===== config.mk =====
export PLATFORM = sky130hd
export DESIGN_NAME = double_buffer_ctrl
export DESIGN_NICKNAME = d
export VERILOG_FILES = /design/src/rtl/double_buffer_ctrl.sv
export SDC_FILE = /design/constraint.sdc
export NUM_CORES = 1
export LEC_CHECK = 0
export CORE_MARGIN = 5
export CORE_UTILIZATION = 35
export DETAILED_ROUTE_END_ITERATION = 10
export SLEW_MARGIN = 25
export SYNTH_ARGS = -nofsm -noshare
export SYNTH_HDL_FRONTEND = slang
export SYNTH_SLANG_ARGS = --single-unit

===== constraint.sdc =====
create_clock -name clk_i -period 3.6 [get_ports clk_i]
set_clock_uncertainty 0.1 [all_clocks]
set_input_delay 0.54 -clock clk_i [delete_from_list [all_inputs] [get_ports clk_i]]
set_output_delay 0.54 -clock clk_i [all_outputs]
set_load 0.01 [all_outputs]

===== src/rtl/double_buffer_ctrl.sv =====
// double_buffer_ctrl: ping-pong AXI write arbiter for two blocking buffers with mid-burst handoff and drain ordering
//   clk_i/rst_i          : clock, asynchronous active-high reset
//   s_axi_*              : upstream AW/W/B handshakes, muxed to the active buffer
//   buf_*_i / buf_*_o    : per-buffer handshakes, availability, continue pulses, captured burst attributes
//   rd_valid_o/rd_sel_o  : oldest filled buffer, so the consumer drains in write order
//   handoff_cnt_o/stall_cnt_o/error_o : saturating statistics and sticky protocol error
module double_buffer_ctrl (
    input  logic        clk_i,
    input  logic        rst_i,
    input  logic        s_axi_awvalid_i,
    input  logic        s_axi_wvalid_i,
    output logic        s_axi_awready_o,
    output logic        s_axi_wready_o,
    output logic        s_axi_bvalid_o,
    input  logic [1:0]  buf_awready_i,
    input  logic [1:0]  buf_wready_i,
    input  logic [1:0]  buf_bvalid_i,
    output logic [1:0]  buf_wvalid_o,
    input  logic [1:0]  buf_available_i,
    input  logic [1:0]  buf_continue_i,
    input  logic [5:0]  buf_aw_size_i,
    input  logic [3:0]  buf_aw_burst_i,
    output logic [1:0]  buf_grant_o,
    output logic [1:0]  buf_continue_o,
    output logic [2:0]  buf_aw_size_o,
    output logic [1:0]  buf_aw_burst_o,
    output logic        rd_valid_o,
    output logic        rd_sel_o,
    output logic [15:0] handoff_cnt_o,
    output logic [15:0] stall_cnt_o,
    output logic        error_o
);
    localparam logic [1:0] RUN = 2'd0, WAIT = 2'd1, HANDOFF = 2'd2;
    logic [1:0]  state_q, state_d;
    logic        active_q, active_d, target_q, target_d;
    logic [2:0]  cap_size_q, cap_size_d;
    logic [1:0]  cap_burst_q, cap_burst_d;
    logic [15:0] handoff_cnt_q, handoff_cnt_d, stall_cnt_q, stall_cnt_d;
    logic        error_q, error_d;
    logic [1:0]  avail_q, avail_d;
    logic [1:0]  cnt_q, cnt_d;
    logic        head_q, head_d, tail_q, tail_d;
    logic [1:0]  fall, rise;
    logic        run, pop, ovf, unf;
    // Stalls are counted for every WAIT cycle regardless of AW activity, so awvalid is not needed.
    logic        unused_awvalid;
    assign unused_awvalid = s_axi_awvalid_i;
    assign run             = state_q == RUN;
    assign buf_grant_o     = run ? (active_q ? 2'b10 : 2'b01) : 2'b00;
    assign s_axi_awready_o = run & buf_awready_i[active_q];
    assign s_axi_wready_o  = run & buf_wready_i[active_q];
    assign buf_wvalid_o    = s_axi_wvalid_i ? buf_grant_o : 2'b00;
    assign s_axi_bvalid_o  = |buf_bvalid_i;
    assign buf_continue_o  = state_q == HANDOFF ? (target_q ? 2'b10 : 2'b01) : 2'b00;
    assign buf_aw_size_o   = cap_size_q;
    assign buf_aw_burst_o  = cap_burst_q;
    assign rd_valid_o      = cnt_q != 2'd0;
    assign rd_sel_o        = rd_valid_o & head_q;
    assign handoff_cnt_o   = handoff_cnt_q;
    assign stall_cnt_o     = stall_cnt_q;
    assign error_o         = error_q;
    assign fall = avail_q & ~buf_available_i;
    assign rise = ~avail_q & buf_available_i;
    assign pop  = rd_valid_o & rise[head_q];
    assign unf  = (|rise) & ~rd_valid_o;
    always_comb begin
        state_d       = state_q;
        active_d      = active_q;
        target_d      = target_q;
        cap_size_d    = cap_size_q;
        cap_burst_d   = cap_burst_q;
        handoff_cnt_d = handoff_cnt_q;
        stall_cnt_d   = stall_cnt_q;
        if (state_q == RUN && buf_continue_i[active_q]) begin
            cap_size_d  = active_q ? buf_aw_size_i[5:3] : buf_aw_size_i[2:0];
            cap_burst_d = active_q ? buf_aw_burst_i[3:2] : buf_aw_burst_i[1:0];
            target_d    = ~active_q;
            state_d     = buf_available_i[~active_q] ? HANDOFF : WAIT;
        end else if (state_q == WAIT) begin
            stall_cnt_d = stall_cnt_q + 16'(stall_cnt_q != 16'hFFFF);
            state_d     = buf_available_i[target_q] ? HANDOFF : WAIT;
        end else if (state_q == HANDOFF) begin
            active_d      = target_q;
            handoff_cnt_d = handoff_cnt_q + 16'(handoff_cnt_q != 16'hFFFF);
            state_d       = RUN;
        end
    end
    // Pop is applied before pushes; simultaneous falls enqueue buffer 0 ahead of buffer 1.
    always_comb begin
        cnt_d  = cnt_q;
        head_d = head_q;
        tail_d = tail_q;
        ovf    = 1'b0;
        if (pop) begin
            head_d = tail_q;
            cnt_d  = cnt_q - 2'd1;
        end
        for (int i = 0; i < 2; i++) begin
            if (fall[i]) begin
                if (cnt_d == 2'd2) begin
                    ovf = 1'b1;
                end else begin
                    if (cnt_d == 2'd0) head_d = 1'(i);
                    else tail_d = 1'(i);
                    cnt_d = cnt_d + 2'd1;
                end
            end
        end
    end
    assign avail_d = buf_available_i;
    assign error_d = error_q | buf_continue_i[~active_q] | (buf_continue_i[active_q] & ~run) | ovf | unf;
    always_ff @(posedge clk_i or posedge rst_i) begin
        if (rst_i) begin
            state_q       <= RUN;
            active_q      <= 1'b0;
            target_q      <= 1'b0;
            cap_size_q    <= 3'd0;
            cap_burst_q   <= 2'd0;
            handoff_cnt_q <= 16'd0;
            stall_cnt_q   <= 16'd0;
            error_q       <= 1'b0;
            avail_q       <= 2'b11;
            cnt_q         <= 2'd0;
            head_q        <= 1'b0;
            tail_q        <= 1'b0;
        end else begin
            state_q       <= state_d;
            active_q      <= active_d;
            target_q      <= target_d;
            cap_size_q    <= cap_size_d;
            cap_burst_q   <= cap_burst_d;
            handoff_cnt_q <= handoff_cnt_d;
            stall_cnt_q   <= stall_cnt_d;
            error_q       <= error_d;
            avail_q       <= avail_d;
            cnt_q         <= cnt_d;
            head_q        <= head_d;
            tail_q        <= tail_d;
        end
    end
endmodule


=== Yosys cells after proc, flatten, opt, wreduce, memory -nomap -nowiden ===
Cells that the tools add are included.

* Word-level logic and storage cells: 104
* Bits in read-only memories: 0
* Register bits after elaboration: 48
* Bits in writable memories: 0
* Latch bits: 0
* Memories: 0
* Output and inout port bits: 49
* Input bits: 24

* Bitwise operators: 19
* Reductions and logical operators: 10
* $add $sub $neg: 5
* Div/mod/pow operators: 0
* Mux-type cells: 48
* Magnitude comparators: 4
* Eq/ne operators: 6
* $mul: 0
* Shift operators: 0

{| class="wikitable"
|+ Operators with widths
! operator !! number
|-
| adder 16 x 1 -> 16 bit || 2
|-
| two-way mux 2 bit || 16
|-
| != test 16 bit (second input constant) || 2
|-
| two-way mux 1 bit || 31
|-
| < comparator 1 x 2 -> 1 bit (second input constant) || 4
|-
| AND 1 bit || 6
|-
| == test 2 bit (second input constant) || 3
|-
| zero test 2 bit || 3
|-
| inverter 1 bit || 5
|-
| adder 2 x 1 -> 2 bit (second input constant) || 2
|-
| AND 2 bit || 2
|-
| inverter 2 bit || 2
|-
| OR 1 bit || 4
|-
| OR reduction 2 bit || 2
|-
| two-way mux 3 bit || 1
|-
| AND reduction 3 bit || 1
|-
| nonzero test 3 bit || 1
|-
| == test 2 x 1 -> 1 bit (second input constant) || 1
|-
| AND reduction 2 bit || 1
|-
| nonzero test 2 bit || 1
|-
| subtractor 2 x 1 -> 2 bit (second input constant) || 1
|-
| logical AND 1 bit || 1
|}

=== Depth between registers and ports, before layout ===
Gate-level depths: netlist (run 1).

* Word-level depth: 14
* Mapped depth: 15
* Depth with buffers taken out: 15

=== Least setup slack after synthesis (run 1) ===
OpenSTA, ideal clock, no wires.

* Path kind: reg2reg
* From: register cnt_q[0]
* To: register head_q
* Arrival time: 2.462 ns
* Cell stages (with the launch flop): 16
* Data required time: 3.369 ns
* Slack: 0.907 ns
* Setup time: 0.131 ns
* Cell sequence: dfrtp_1 > inv_1 > ha_1 > nor2b_1 > a221o_1 > nand2_1 > inv_1 > ha_1 > a21oi_1 > o21ai_0 > o21a_1 > or2_4 > inv_1 > ha_1 > nand2b_1 > o32ai_2

* Longest elaborated chain between the ends: 10
* Elaborated cells on any way between the ends: 18

{| class="wikitable"
|+ Ends and longest elaborated chain
! element !! RTL line !! source
|-
| start: declaration || 41 || <nowiki>logic [1:0] cnt_q, cnt_d;</nowiki>
|-
| start signal: assignment || 136 || <nowiki>cnt_q <= cnt_d;</nowiki>
|-
| parallel branches: the longest is 9 deep, another holds subtractor 2 x 1 -> 2 bit || -- ||
|-
| two-way mux 1 bit * || 99 || <nowiki>if (fall[i]) begin</nowiki>
|-
| net head_d || 42 || <nowiki>logic head_q, head_d, tail_q, tail_d;</nowiki>
|-
| end signal: assignment || 124 || <nowiki>head_q <= 1'b0;</nowiki>
|-
| end signal: assignment || 137 || <nowiki>head_q <= head_d;</nowiki>
|-
| end: declaration || 42 ||
|}

Mark *: on every way through the listed nets, which the timed path passes.
A chain may end at the register's enable or synchronous reset.

=== Final worst setup path (run 1) ===
* From: input buf_available_i[1]
* To: register head_q

* Longest elaborated chain between the ends: 12
* Elaborated cells on any way between the ends: 21

{| class="wikitable"
|+ Ends and longest elaborated chain
! element !! RTL line !! source
|-
| start: declaration || 19 || <nowiki>input logic [1:0] buf_available_i,</nowiki>
|-
| AND 2 bit || 63 || <nowiki>assign rise = ~avail_q & buf_available_i;</nowiki>
|-
| two-way mux 1 bit (implied by the code) (2 in series) || 64 || <nowiki>assign pop = rd_valid_o & rise[head_q];</nowiki>
|-
| AND 1 bit || 64 ||
|-
| two-way mux 2 bit || 94 || <nowiki>if (pop) begin</nowiki>
|-
| adder 2 x 1 -> 2 bit (tied with other cells) || 105 || <nowiki>cnt_d = cnt_d + 2'd1;</nowiki>
|-
| two-way mux 2 bit / two-way mux 1 bit (equally long branches) || 100, 103 ||
|-
| two-way mux 2 bit / two-way mux 1 bit (equally long branches) || 99, 100 ||
|-
| zero test 2 bit / two-way mux 1 bit (equally long branches) || 103, 99 ||
|-
| two-way mux 1 bit || 103 || <nowiki>if (cnt_d == 2'd0) head_d = 1'(i);</nowiki>
|-
| two-way mux 1 bit || 100 || <nowiki>if (cnt_d == 2'd2) begin</nowiki>
|-
| two-way mux 1 bit * || 99 ||
|-
| net head_d || 42 ||
|}

Mark *: on every way through the listed nets, which the timed path passes. The rest lies on a longest branch. The select of a mux whose other input is x is not followed.

==> results of run 1 <==
## layout make-up
| type | count | area (sq um) | area share [%] |
|---|---|---|---|
| clock buffer | 6 | 82.6 | 2.37 |
| inverter | 15 | 57.6 | 1.65 |
| clock inverter | 2 | 38.8 | 1.11 |
| timing repair buffer | 73 | 726 | 20.9 |
| multi-input combinational | 181 | 1250 | 35.9 |
| sequential | 48 | 1200 | 34.6 |
| tap | 99 | 124 | 3.56 |
## per-stage QoR
stage	utilization (%)	power [mW]
global placement	47.0	1.88
global route	48.8	2.47
detailed placement	47.0	1.90
finish	48.8	2.28
floorplan	-	1.45
CTS	48.7	2.33
## synthesized netlist by cell type, types with 3 or more instances
master                     count  area share [%]
sky130_fd_sc_hd__and3_1        4            0.99
sky130_fd_sc_hd__nor2b_1       6             1.5
sky130_fd_sc_hd__xnor2_1      19             6.6
sky130_fd_sc_hd__mux2i_1      10             4.0
sky130_fd_sc_hd__o21ai_0       9             1.8
sky130_fd_sc_hd__nand2_1      21             3.1
sky130_fd_sc_hd__nor3_1        3            0.59
sky130_fd_sc_hd__nor2_1       23             3.4
sky130_fd_sc_hd__ha_1          9             4.4
sky130_fd_sc_hd__mux2_2        4             1.8
sky130_fd_sc_hd__xor2_1        9             3.1
sky130_fd_sc_hd__inv_1        15             2.2
sky130_fd_sc_hd__nand2b_1      4            0.99
sky130_fd_sc_hd__dfrtp_1      46              45
sky130_fd_sc_hd__nand3_1      11             2.2
sky130_fd_sc_hd__or3_1         3            0.74
sky130_fd_sc_hd__nand4_1       8             2.0
sky130_fd_sc_hd__a21oi_1       9             1.8
## registers in the layout, indices dropped and copies added, names as in the netlist
| name | cells |
|---|---|
| handoff_cnt_o | 16 |
| error_o | 1 |
| tail_q | 1 |
| avail_q | 2 |
| head_q | 1 |
| buf_aw_size_o | 3 |
| target_q | 1 |
| state_q | 2 |
| active_q | 1 |
| stall_cnt_o | 16 |
| cnt_q | 2 |
| buf_aw_burst_o | 2 |
## routing by layer
layer | global-route usage, % | vias up
met5 | 0 | -
met4 | 3.97 | 0
met3 | 3.24 | 8
met2 | 22.0 | 46
met1 | 17.1 | 941
li1 | - | 1007
## power by group through the flow
stage / clock (mW) / sequential, mW / combinational (mW)
finish: 0.412 / 0.825 / 1.05
global route: 0.451 / 0.852 / 1.17
CTS: 0.428 / 0.830 / 1.07
detailed placement: 0 / 0.838 / 1.06
global placement: 0 / 0.836 / 1.05
floorplan: 0 / 0.825 / 0.621
## worst max-delay path, stage by stage
cell	delay, ns
sky130_fd_sc_hd__clkdlybuf4s50_1	0.49
sky130_fd_sc_hd__and2b_1	0.24
sky130_fd_sc_hd__a221o_1	0.38
sky130_fd_sc_hd__nand2_1	0.11
sky130_fd_sc_hd__inv_1	0.06
sky130_fd_sc_hd__ha_1	0.20
sky130_fd_sc_hd__a21oi_1	0.14
sky130_fd_sc_hd__o21ai_0	0.09
sky130_fd_sc_hd__o21a_1	0.13
sky130_fd_sc_hd__or2_4	0.26
sky130_fd_sc_hd__inv_1	0.06
sky130_fd_sc_hd__ha_1	0.15
sky130_fd_sc_hd__nand2b_1	0.14
sky130_fd_sc_hd__o32ai_2	0.08
## logic make-up after synthesis
family	count (synthesis)	share of synthesized area, %
buffers and inverters	20	3.21
adders and majority gates	9	4.45
muxes	14	5.73
AOI/OAI and AO/OA	33	9.04
and+or+nand+nor	97	20.4
xor gates and xnor gates	28	9.68
DFF	48	47.5
## worst max path at each step
stage | from | cells past startpoint | endpoint
3_5_place_dp | buf_available_i[1] | 14 | head_q
4_1_cts | cnt_q[0] | 15 | head_q
2_1_floorplan | cnt_q[0] | 15 | head_q
6_report | buf_available_i[1] | 14 | head_q
5_1_grt | cnt_q[0] | 15 | head_q
3_3_place_gp | buf_available_i[1] | 14 | head_q
==> impl_metrics.tcl, run 1 <==
set metrics [dict create \
    die_width_um 95.1 \
    numPlacedInstances 416 \
    total_switching_power_mw 0.838 \
    drt_wl_total_um 5640 \
    drtPass1Iterations 4 \
    timing.hold.worst_path_depth 1 \
    netlist-cell-type-count 48 \
    path_clk_slew_ns 0.10 \
    seq_power_share_pct 36.1 \
    detail_route.wirelength.met1_um 2650 \
    port_buffer_count 71 \
    ys_ff_latch 48 \
    syn_to_final_growth_pct 37.4 \
    ctsResizeCount 0 \
    global_route_wire_length_before_repair_um 9550 \
    drt_initial_violations 25 \
    gp_routability_congestion 0.851 \
    via_count_of_the_first_global_routing_pass 2057 \
    drc 0 \
    cts.hold.buffers_added 0 \
    met3_length_um 283 \
    most_used_cells_in_the_layout_excluding_fill_and_tap_cells "71 x sky130_fd_sc_hd__clkdlybuf4s50_1, 46 x sky130_fd_sc_hd__dfrtp_1, 23 x sky130_fd_sc_hd__nor2_1" \
    timing.hold.ws_ns 0.397 \
    route.detailed.wl_per_inst_um 13.3 \
    clk-insertion-delay-late_ns 0.30 \
    async_flop_share_pct 100 \
    floorplan.core_area_sq_um 7140 \
    setup_viol 0 \
    synth.cell_area_sq_um 2530 \
    finish.instance_area_sq_um 3480 \
    number_of_rows_created_at_floorplan 31 \
    final.setup.tns_ns 0 \
    critical_path_class "primary input to flop" \
    timing.critical_path.arrival_ns 3.06 \
    clk_path_buf_depth 2 \
    syn-num-nets 282 \
    cts_post_setup_buffers_inserted 0 \
    tritoncts "yes" \
    antenna_found_initial 0 \
    vertical_extent_of_the_die_um 95.1 \
    vias_cell 4.72 \
    critPathLaunchType "primary input" \
    final_common_cell "sky130_fd_sc_hd__clkdlybuf4s50_1" \
    stdcell_count 424 \
    rsz0062_at_grt "false" \
    cts_root_buf "sky130_fd_sc_hd__clkbuf_8" \
    clock_tree.htree_level_count 2 \
    comb_power_share_pct 45.8 \
    cts_inserted_buffers 5 \
    post-route-worst-setup-slack_ns 0.618 \
    die_area_sq_um 9040 \
    max-cap-violations 0 \
    maximum_fanout_along_the_worst_path 6 \
    setup.worst_path.end_class "flop" \
    rrSetupSlack_ns 0.62 \
    floorplan.initialDensity_pct 35.5 \
    holdPathEnd "stall_cnt_o[11]" \
    power.ir.vdd_worst_uv 398 \
    detailroute.wirelength.met2_um 2640 \
    max_freq_mhz 335 \
    n_antenna_cell 0 \
    synth_area_per_cell_sq_um 10.2 \
    final_hold_violation_count 0 \
    r2r-start "cnt_q[0]" \
    grt.total_usage_pct 13.3 \
    top_level_ports 73 \
    regToRegEndpoint "head_q" \
    final_net_count 357 \
    final.fill_count 691 \
    synth_instances 249 \
    worstHoldStart "stall_cnt_o[11]" \
    crit_required_ns 3.68 \
    power.leakage_nw 1.50 \
    detailedPlace.worstSlack_ns 0.303 \
    route.top_layer_used "met4" \
    outcome "finished clean" \
    overflow 0 \
    power.share.clock_pct 18.1 \
    slew_headroom_pct 45.1 \
    post-route-min-period_ns 2.98 \
    reg2regPathDepth 15 \
    synth_edf_count 0 \
    pin_count_of_the_biggest_net_entering_global_routing 49 \
    post-route-period-util_pct 82.8 \
    num_vias 2002 \
    number_of_routed_nets_with_antenna_violations 0 \
    net_switching_fraction_of_the_power_pct 36.7 \
    placed_inst_area_sq_um 3360 \
    hp-class "flop to flop" \
    drv_slew 0 \
    synth_warnings 0 \
    internal_power_mw 1.45 \
    pwr_density_cell_nw_per_um2 656 \
    synth_sequential_area_ratio_pct 47.5 \
    fraction_of_final_layout_cells_sized_beyond_drive_strength_1_pct 7.69 \
    cts.sink_count 48 \
    transition_time_at_the_pin_with_the_least_slew_margin_ns 0.822 \
    place_hpwl_um 4250 \
    predominant_post_synthesis_flop_cell "sky130_fd_sc_hd__dfrtp_1" \
]
(Power assumes the default switching activity.)
==> run 2, diff against run 1 <==
==> constraint.sdc (replaced) <==
create_clock -name clk_i -period 2.8 [get_ports clk_i]
set_clock_uncertainty 0.1 [all_clocks]
set_input_delay 0.42 -clock clk_i [delete_from_list [all_inputs] [get_ports clk_i]]
set_output_delay 0.42 -clock clk_i [all_outputs]
set_load 0.01 [all_outputs]
==> run 2 against run 1 <==
Effect of this change: global-route usage about the same; via count up 3.2%; power up 38%; clock power up 21%; critical endpoint is now error_o; wire length up 1.2%; cell area up 5.8%; first-iteration DRC count up 52%.
==> impl_metrics.tcl, run 2 (synthesis gave the netlist of run 1 again) <==
set metrics [dict create \
    outcome "finished clean" \
    port_buffer_count 71 \
    power.ir.vdd_worst_uv 460 \
    critPathLaunchType "flop" \
    clk_path_buf_depth 2 \
    global_route.peak_usage_layer "met2" \
    most_used_cells_in_the_layout_excluding_fill_and_tap_cells "71 x sky130_fd_sc_hd__clkdlybuf4s50_1, 46 x sky130_fd_sc_hd__dfrtp_1, 23 x sky130_fd_sc_hd__buf_4" \
    die_area_sq_um 9040 \
    setup.worst_path.end_class "flop" \
    detailedPlace.worstSlack_ns -0.229 \
    final_hold_violation_count 0 \
    cts_root_buf "sky130_fd_sc_hd__clkbuf_8" \
    place_hpwl_um 4330 \
    cts.sink_count 48 \
    vias_cell 4.63 \
    cp_top_family "adder cells" \
    regToRegEndpoint "error_o" \
    n_antenna_cell 0 \
    antenna_found_initial 0 \
    r2r-start "cnt_q[0]" \
    critical_path_class "flop to flop" \
    rrSetupSlack_ns 0.13 \
    maximum_fanout_along_the_worst_path 5 \
    drt_initial_violations 38 \
    max_stage_delay_ns 0.41 \
    crit_path_start "cnt_q[0]" \
    cts.hold.buffers_added 0 \
    drt_wl_total_um 5710 \
    post-route-worst-setup-slack_ns 0.135 \
    drtPass1Iterations 4 \
    vertical_extent_of_the_die_um 95.1 \
    post-route-period-util_pct 95.2 \
    fraction_of_final_layout_cells_sized_beyond_drive_strength_1_pct 15.6 \
    num_vias 2067 \
    via_count_of_the_first_global_routing_pass 2071 \
    global_route.usage.met3_pct 3.71 \
    timing.critical_path.arrival_ns 2.73 \
    final.setup.tns_ns 0 \
    gp_routability_congestion 0.822 \
    number_of_rows_created_at_floorplan 31 \
    syn_to_final_growth_pct 45.3 \
    critical-path-top-cell-by-count "sky130_fd_sc_hd__buf_4" \
    critical_path_cell_by_cell "inv_2 -> ha_4 -> buf_4 -> inv_1 -> o21ai_0 -> xnor2_1 -> buf_4 -> buf_4 -> ha_1 -> inv_1 -> nor2_2 -> a31oi_4 -> ha_1 -> a2bb2oi_1 -> o2111ai_1" \
    crit_required_ns 2.87 \
    groute.layer.met1.usage_pct 16.8 \
    number_of_routed_nets_with_antenna_violations 0 \
    overflow 0 \
    floorplan.core_area_sq_um 7140 \
    grt.total_usage_pct 13.3 \
    cts_inserted_buffers 5 \
    pin_count_of_the_biggest_net_entering_global_routing 49 \
    global_route_wire_length_before_repair_um 9540 \
    rsz0062_at_grt "true" \
    die_width_um 95.1 \
    final_common_cell "sky130_fd_sc_hd__clkdlybuf4s50_1" \
    worst_path_max_delay_cell "sky130_fd_sc_hd__dfrtp_1" \
    top_level_ports 73 \
    path_clk_slew_ns 0.09 \
    setup_viol 0 \
    power.leakage_nw 1.61 \
    critical_path_depth 15 \
    pwr_density_cell_nw_per_um2 855 \
    hp-class "primary input to asynchronous set/reset pin" \
    final_net_count 379 \
    max-cap-violations 0 \
    drv_slew 0 \
    clock_tree.htree_level_count 2 \
    finish.instance_area_sq_um 3680 \
    route.detailed.wl_per_inst_um 12.8 \
    floorplan.initialDensity_pct 35.5 \
    clk-insertion-delay-late_ns 0.29 \
    worst-path-buf-inv 6 \
    tritoncts "yes" \
    slew_headroom_pct 61.3 \
    transition_time_at_the_pin_with_the_least_slew_margin_ns 0.581 \
    post-route-min-period_ns 2.67 \
    reg2regPathDepth 15 \
    placed_inst_area_sq_um 3520 \
    use_met2_pct 22.2 \
    drc 0 \
    max_freq_mhz 375 \
]
[run 2: report_power, final]
part / internal (mW) / leakage (nW) / switching, mW
registers: 0.862 / 0.614 / 0.206
clock network: 0.264 / 0.0541 / 0.232
logic: 0.892 / 0.939 / 0.689
[run 2: per-stage QoR]
| step | utilization, % | cells | hold slack (ns) | total power, mW |
|---|---|---|---|---|
| 6_report | 51.6 | 446 | 0.384 | 3.15 |
| 5_1_grt | 51.6 | 446 | 0.416 | 3.40 |
| 4_1_cts | 50.9 | 444 | 0.387 | 3.12 |
| 3_5_place_dp | 49.3 | 436 | 0.383 | 2.60 |
| 3_3_place_gp | 49.3 | 436 | 0.382 | 2.59 |
| 2_1_floorplan | - | 249 | 0.324 | 1.86 |
[run 2: cell type report]
cell class              instances  area, sq um
clock buffers                   5         68.8
clock inverters                 3         42.5
fillers                       673         3460
inverters                      15         56.3
multi-input cells             181         1280
flip-flops and latches         48         1200
well taps                      99          124
repair buffers                 95          903
[run 2: how the worst max path moves through the flow]
stage	to	slack, ns
2_1_floorplan	head_q	0.11
3_3_place_gp	head_q	-0.19
3_5_place_dp	head_q	-0.23
4_1_cts	head_q	0.002
5_1_grt	error_o	-0.02
6_report	error_o	0.13
[run 2: layer usage]
metal / up-vias / part of all wire [%] / wire, um
met3: 2 / 5.5 / 316
met1: 972 / 46 / 2620
met5: - / 0 / 0
li1: 1047 / - / -
met2: 46 / 48 / 2730
met4: 0 / 0.77 / 44
[run 2: repair_timing]
action | 4_1_cts | 5_1_grt
buffers inserted | 0 | 2
gates resized for setup | 0 | 10
endpoints found under the hold margin | 0 | 0
setup endpoints to repair | 0 | 5
[run 2: tightest hold or removal path, stage by stage]
cell                              delay (ns)
sky130_fd_sc_hd__clkdlybuf4s50_1        0.42
sky130_fd_sc_hd__inv_2                  0.07
sky130_fd_sc_hd__buf_12                 0.25
==> run 3, diff against run 2 <==
--- a/config.mk
+++ b/config.mk
@@ -5,8 +5,10 @@
 export SDC_FILE = /design/constraint.sdc
 export NUM_CORES = 1
 export LEC_CHECK = 0
+export ABC_AREA = 1
 export CORE_MARGIN = 5
 export CORE_UTILIZATION = 35
+export CTS_CLUSTER_SIZE = 28
 export DETAILED_ROUTE_END_ITERATION = 10
 export SLEW_MARGIN = 25
 export SYNTH_ARGS = -nofsm -noshare
==> run 3 against run 2 <==
Effect of this change: sequential share of layout area shrank 0.078 points; critical path depth fell by 9; setup slack improved by 0.16 ns; worst hold slack got worse by 0.014 ns; maximum frequency increased by 6.4%; via count rose by 14%; synthesized cell count rose by 31%; combinational power fell by 16%; synthesized area rose by 6.5%; non-clock buffer count down 18; wire length up 11%; critical path type is now flop to output pin; largest cell class unchanged; largest power group unchanged.
==> impl_metrics.tcl, run 3 <==
set metrics [dict create \
    hp-class "primary input to asynchronous set/reset pin" \
    gp_routability_congestion 0.776 \
    max-cap-violations 0 \
    final_net_count 440 \
    rsz0062_at_grt "false" \
    path_clk_slew_ns 0.09 \
    clk_path_buf_depth 2 \
    ys_ff_latch 48 \
    power.ir.vdd_worst_uv 382 \
    ys_top_cells_by_area "sky130_fd_sc_hd__dfrtp_1 43%, sky130_fd_sc_hd__nand2_1 11%, sky130_fd_sc_hd__inv_1 5.6%" \
    setup_viol 0 \
    clk-insertion-delay-late_ns 0.30 \
    timing.critical_path.arrival_ns 1.98 \
    synth_sequential_area_ratio_pct 44.6 \
    placed_inst_area_sq_um 3580 \
    cts_post_setup_buffers_inserted 0 \
    detailedPlace.worstSlack_ns 0.0260 \
    floorplan.core_area_sq_um 7610 \
    floorplan.initialDensity_pct 35.5 \
    outcome "finished clean" \
    utilization_pct 48.5 \
    drt_wl_total_um 6320 \
    overflow 0 \
    yosys.area.top_type "sky130_fd_sc_hd__dfrtp_1" \
    power.leakage_nw 1.72 \
    transition_time_at_the_pin_with_the_least_slew_margin_ns 0.522 \
    post-route-worst-setup-slack_ns 0.295 \
    cts_inserted_buffers 5 \
    number_of_routed_nets_with_antenna_violations 0 \
    critical_path_class "flop to output pin" \
    final_hold_violation_count 0 \
    die_width_um 97.8 \
    drt_initial_violations 67 \
    antenna_found_initial 0 \
    critPathLaunchType "flop" \
    synth_warnings 0 \
    drv_slew 0 \
    setup.worst_path.end_class "output pin" \
    pwr_density_cell_nw_per_um2 770 \
    max_freq_mhz 399 \
    n_antenna_cell 0 \
    top_level_ports 73 \
    pin_count_of_the_biggest_net_entering_global_routing 28 \
    netlist-cell-type-count 33 \
    syn-num-nets 358 \
    drtPass1Iterations 4 \
    predominant_post_synthesis_flop_cell "sky130_fd_sc_hd__dfrtp_1" \
    synth.cell_area_sq_um 2700 \
    number_of_rows_created_at_floorplan 32 \
    global_route_wire_length_before_repair_um 11100 \
    most_used_cells_in_the_layout_excluding_fill_and_tap_cells "80 x sky130_fd_sc_hd__nand2_1, 71 x sky130_fd_sc_hd__clkdlybuf4s50_1, 46 x sky130_fd_sc_hd__dfrtp_1" \
    crit_path_start "state_q[0]" \
    final.fill_count 740 \
    drc 0 \
    cts_root_buf "sky130_fd_sc_hd__clkbuf_8" \
    r2r-start "cnt_q[0]" \
    slew_headroom_pct 65.2 \
    synth_edf_count 0 \
    ctsResizeCount 0 \
    num_vias 2348 \
    syn_to_final_growth_pct 36.7 \
    clock_tree.htree_level_count 2 \
    synth_instances 325 \
    vertical_extent_of_the_die_um 97.8 \
    vias_cell 4.60 \
    synth_area_per_cell_sq_um 8.30 \
    grt.total_usage_pct 13.9 \
    cts.hold.buffers_added 0 \
    port_buffer_count 71 \
    fraction_of_final_layout_cells_sized_beyond_drive_strength_1_pct 9.56 \
    async_flop_share_pct 100 \
    tritoncts "yes" \
    route.detailed.wl_per_inst_um 12.4 \
    maximum_fanout_along_the_worst_path 5 \
    final_common_cell "sky130_fd_sc_hd__nand2_1" \
    finish.instance_area_sq_um 3690 \
    synth_largest_type_area_fraction_pct 42.7 \
    final.setup.tns_ns 0 \
    post-route-min-period_ns 2.50 \
    post-route-period-util_pct 89.5 \
    cts.sink_count 48 \
    post-synth-top-count-cell "sky130_fd_sc_hd__nand2_1" \
    crit_required_ns 2.28 \
    netlist_top_cells_count "80 x sky130_fd_sc_hd__nand2_1, 46 x sky130_fd_sc_hd__dfrtp_1, 40 x sky130_fd_sc_hd__inv_1" \
    die_area_sq_um 9560 \
    place_hpwl_um 4940 \
    via_count_of_the_first_global_routing_pass 2436 \
]
-- run 3: cell types whose count changed in the layout (fill, tap and decap cells not counted), moves of 8 or more --
cell	before	now
sky130_fd_sc_hd__buf_4	23	5
sky130_fd_sc_hd__inv_1	13	39
sky130_fd_sc_hd__mux2i_1	10	1
sky130_fd_sc_hd__nand2_1	21	80
sky130_fd_sc_hd__nand3_1	11	19
sky130_fd_sc_hd__nor2_1	22	30
sky130_fd_sc_hd__nor3_1	3	11
sky130_fd_sc_hd__xnor2_1	19	8
-- run 3: metal layers --
metal	vias to the layer above	part of all wire, %	track usage, %
li1	1200	-	-
met1	1103	47	17.2
met2	37	48	23.5
met3	8	3.9	3.64
met4	0	1.3	4.58
met5	-	0	0
-- run 3: cell families (layout without fill, tap and decap cells) --
logic type | Yosys count | after routing | synth area share, %
compound gates | 25 | 25 | 5.38
xor+xnor | 24 | 24 | 7.79
fa+ha+maj | 9 | 9 | 4.17
buf+inv | 46 | 129 | 6.77
flops | 48 | 48 | 44.6
mux | 1 | 1 | 0.371
simple gates | 172 | 172 | 30.9
-- run 3: worst paths after layout --
kind                                    end  slack, ns  depth (start not counted)
max                         buf_wvalid_o[0]       0.30                          6
min                        handoff_cnt_o[7]       0.37                          2
max reg2reg                          head_q       0.39                         14
min reg2reg                 stall_cnt_o[15]       0.40                          1
max in group asynchronous        avail_q[1]       1.63                          3
min in group clk_i          stall_cnt_o[15]       0.40                          1
-- run 3: metrics by stage --
stage | hold WS [ns] | power, mW | cells
after floorplan | 0.324 | 1.77 | 325
after global placement | 0.385 | 2.36 | 502
after detailed placement | 0.382 | 2.37 | 502
after CTS | 0.373 | 2.88 | 510
after global routing | 0.401 | 3.09 | 510
final | 0.370 | 2.84 | 510
-- run 3: layout make-up --
class,instances,area (sq um),area share (%)
multi-input combinational,231,1310,35.5
sequential,48,1200,32.6
timing repair buffer,77,768,20.8
inverter,44,170,4.61
tap,102,128,3.46
clock buffer,6,72.6,1.97
clock inverter,2,35.0,0.950
-- run 3: worst max-delay path, stage by stage, from the launching register on --
cell and delay [ns]:
sky130_fd_sc_hd__dfrtp_1 0.45, sky130_fd_sc_hd__nor2_1 0.15, sky130_fd_sc_hd__inv_1 0.11, sky130_fd_sc_hd__nor2_1 0.24
sky130_fd_sc_hd__inv_1 0.09, sky130_fd_sc_hd__nor2_1 0.09, sky130_fd_sc_hd__clkdlybuf4s50_1 0.54
-- run 3: where the power goes --
part	internal (mW)	total, mW	switching (mW)
Sequential	0.856	1.03	0.170
Combinational	0.631	1.32	0.690
Clock	0.265	0.494	0.229
Total	1.75	2.84	1.09
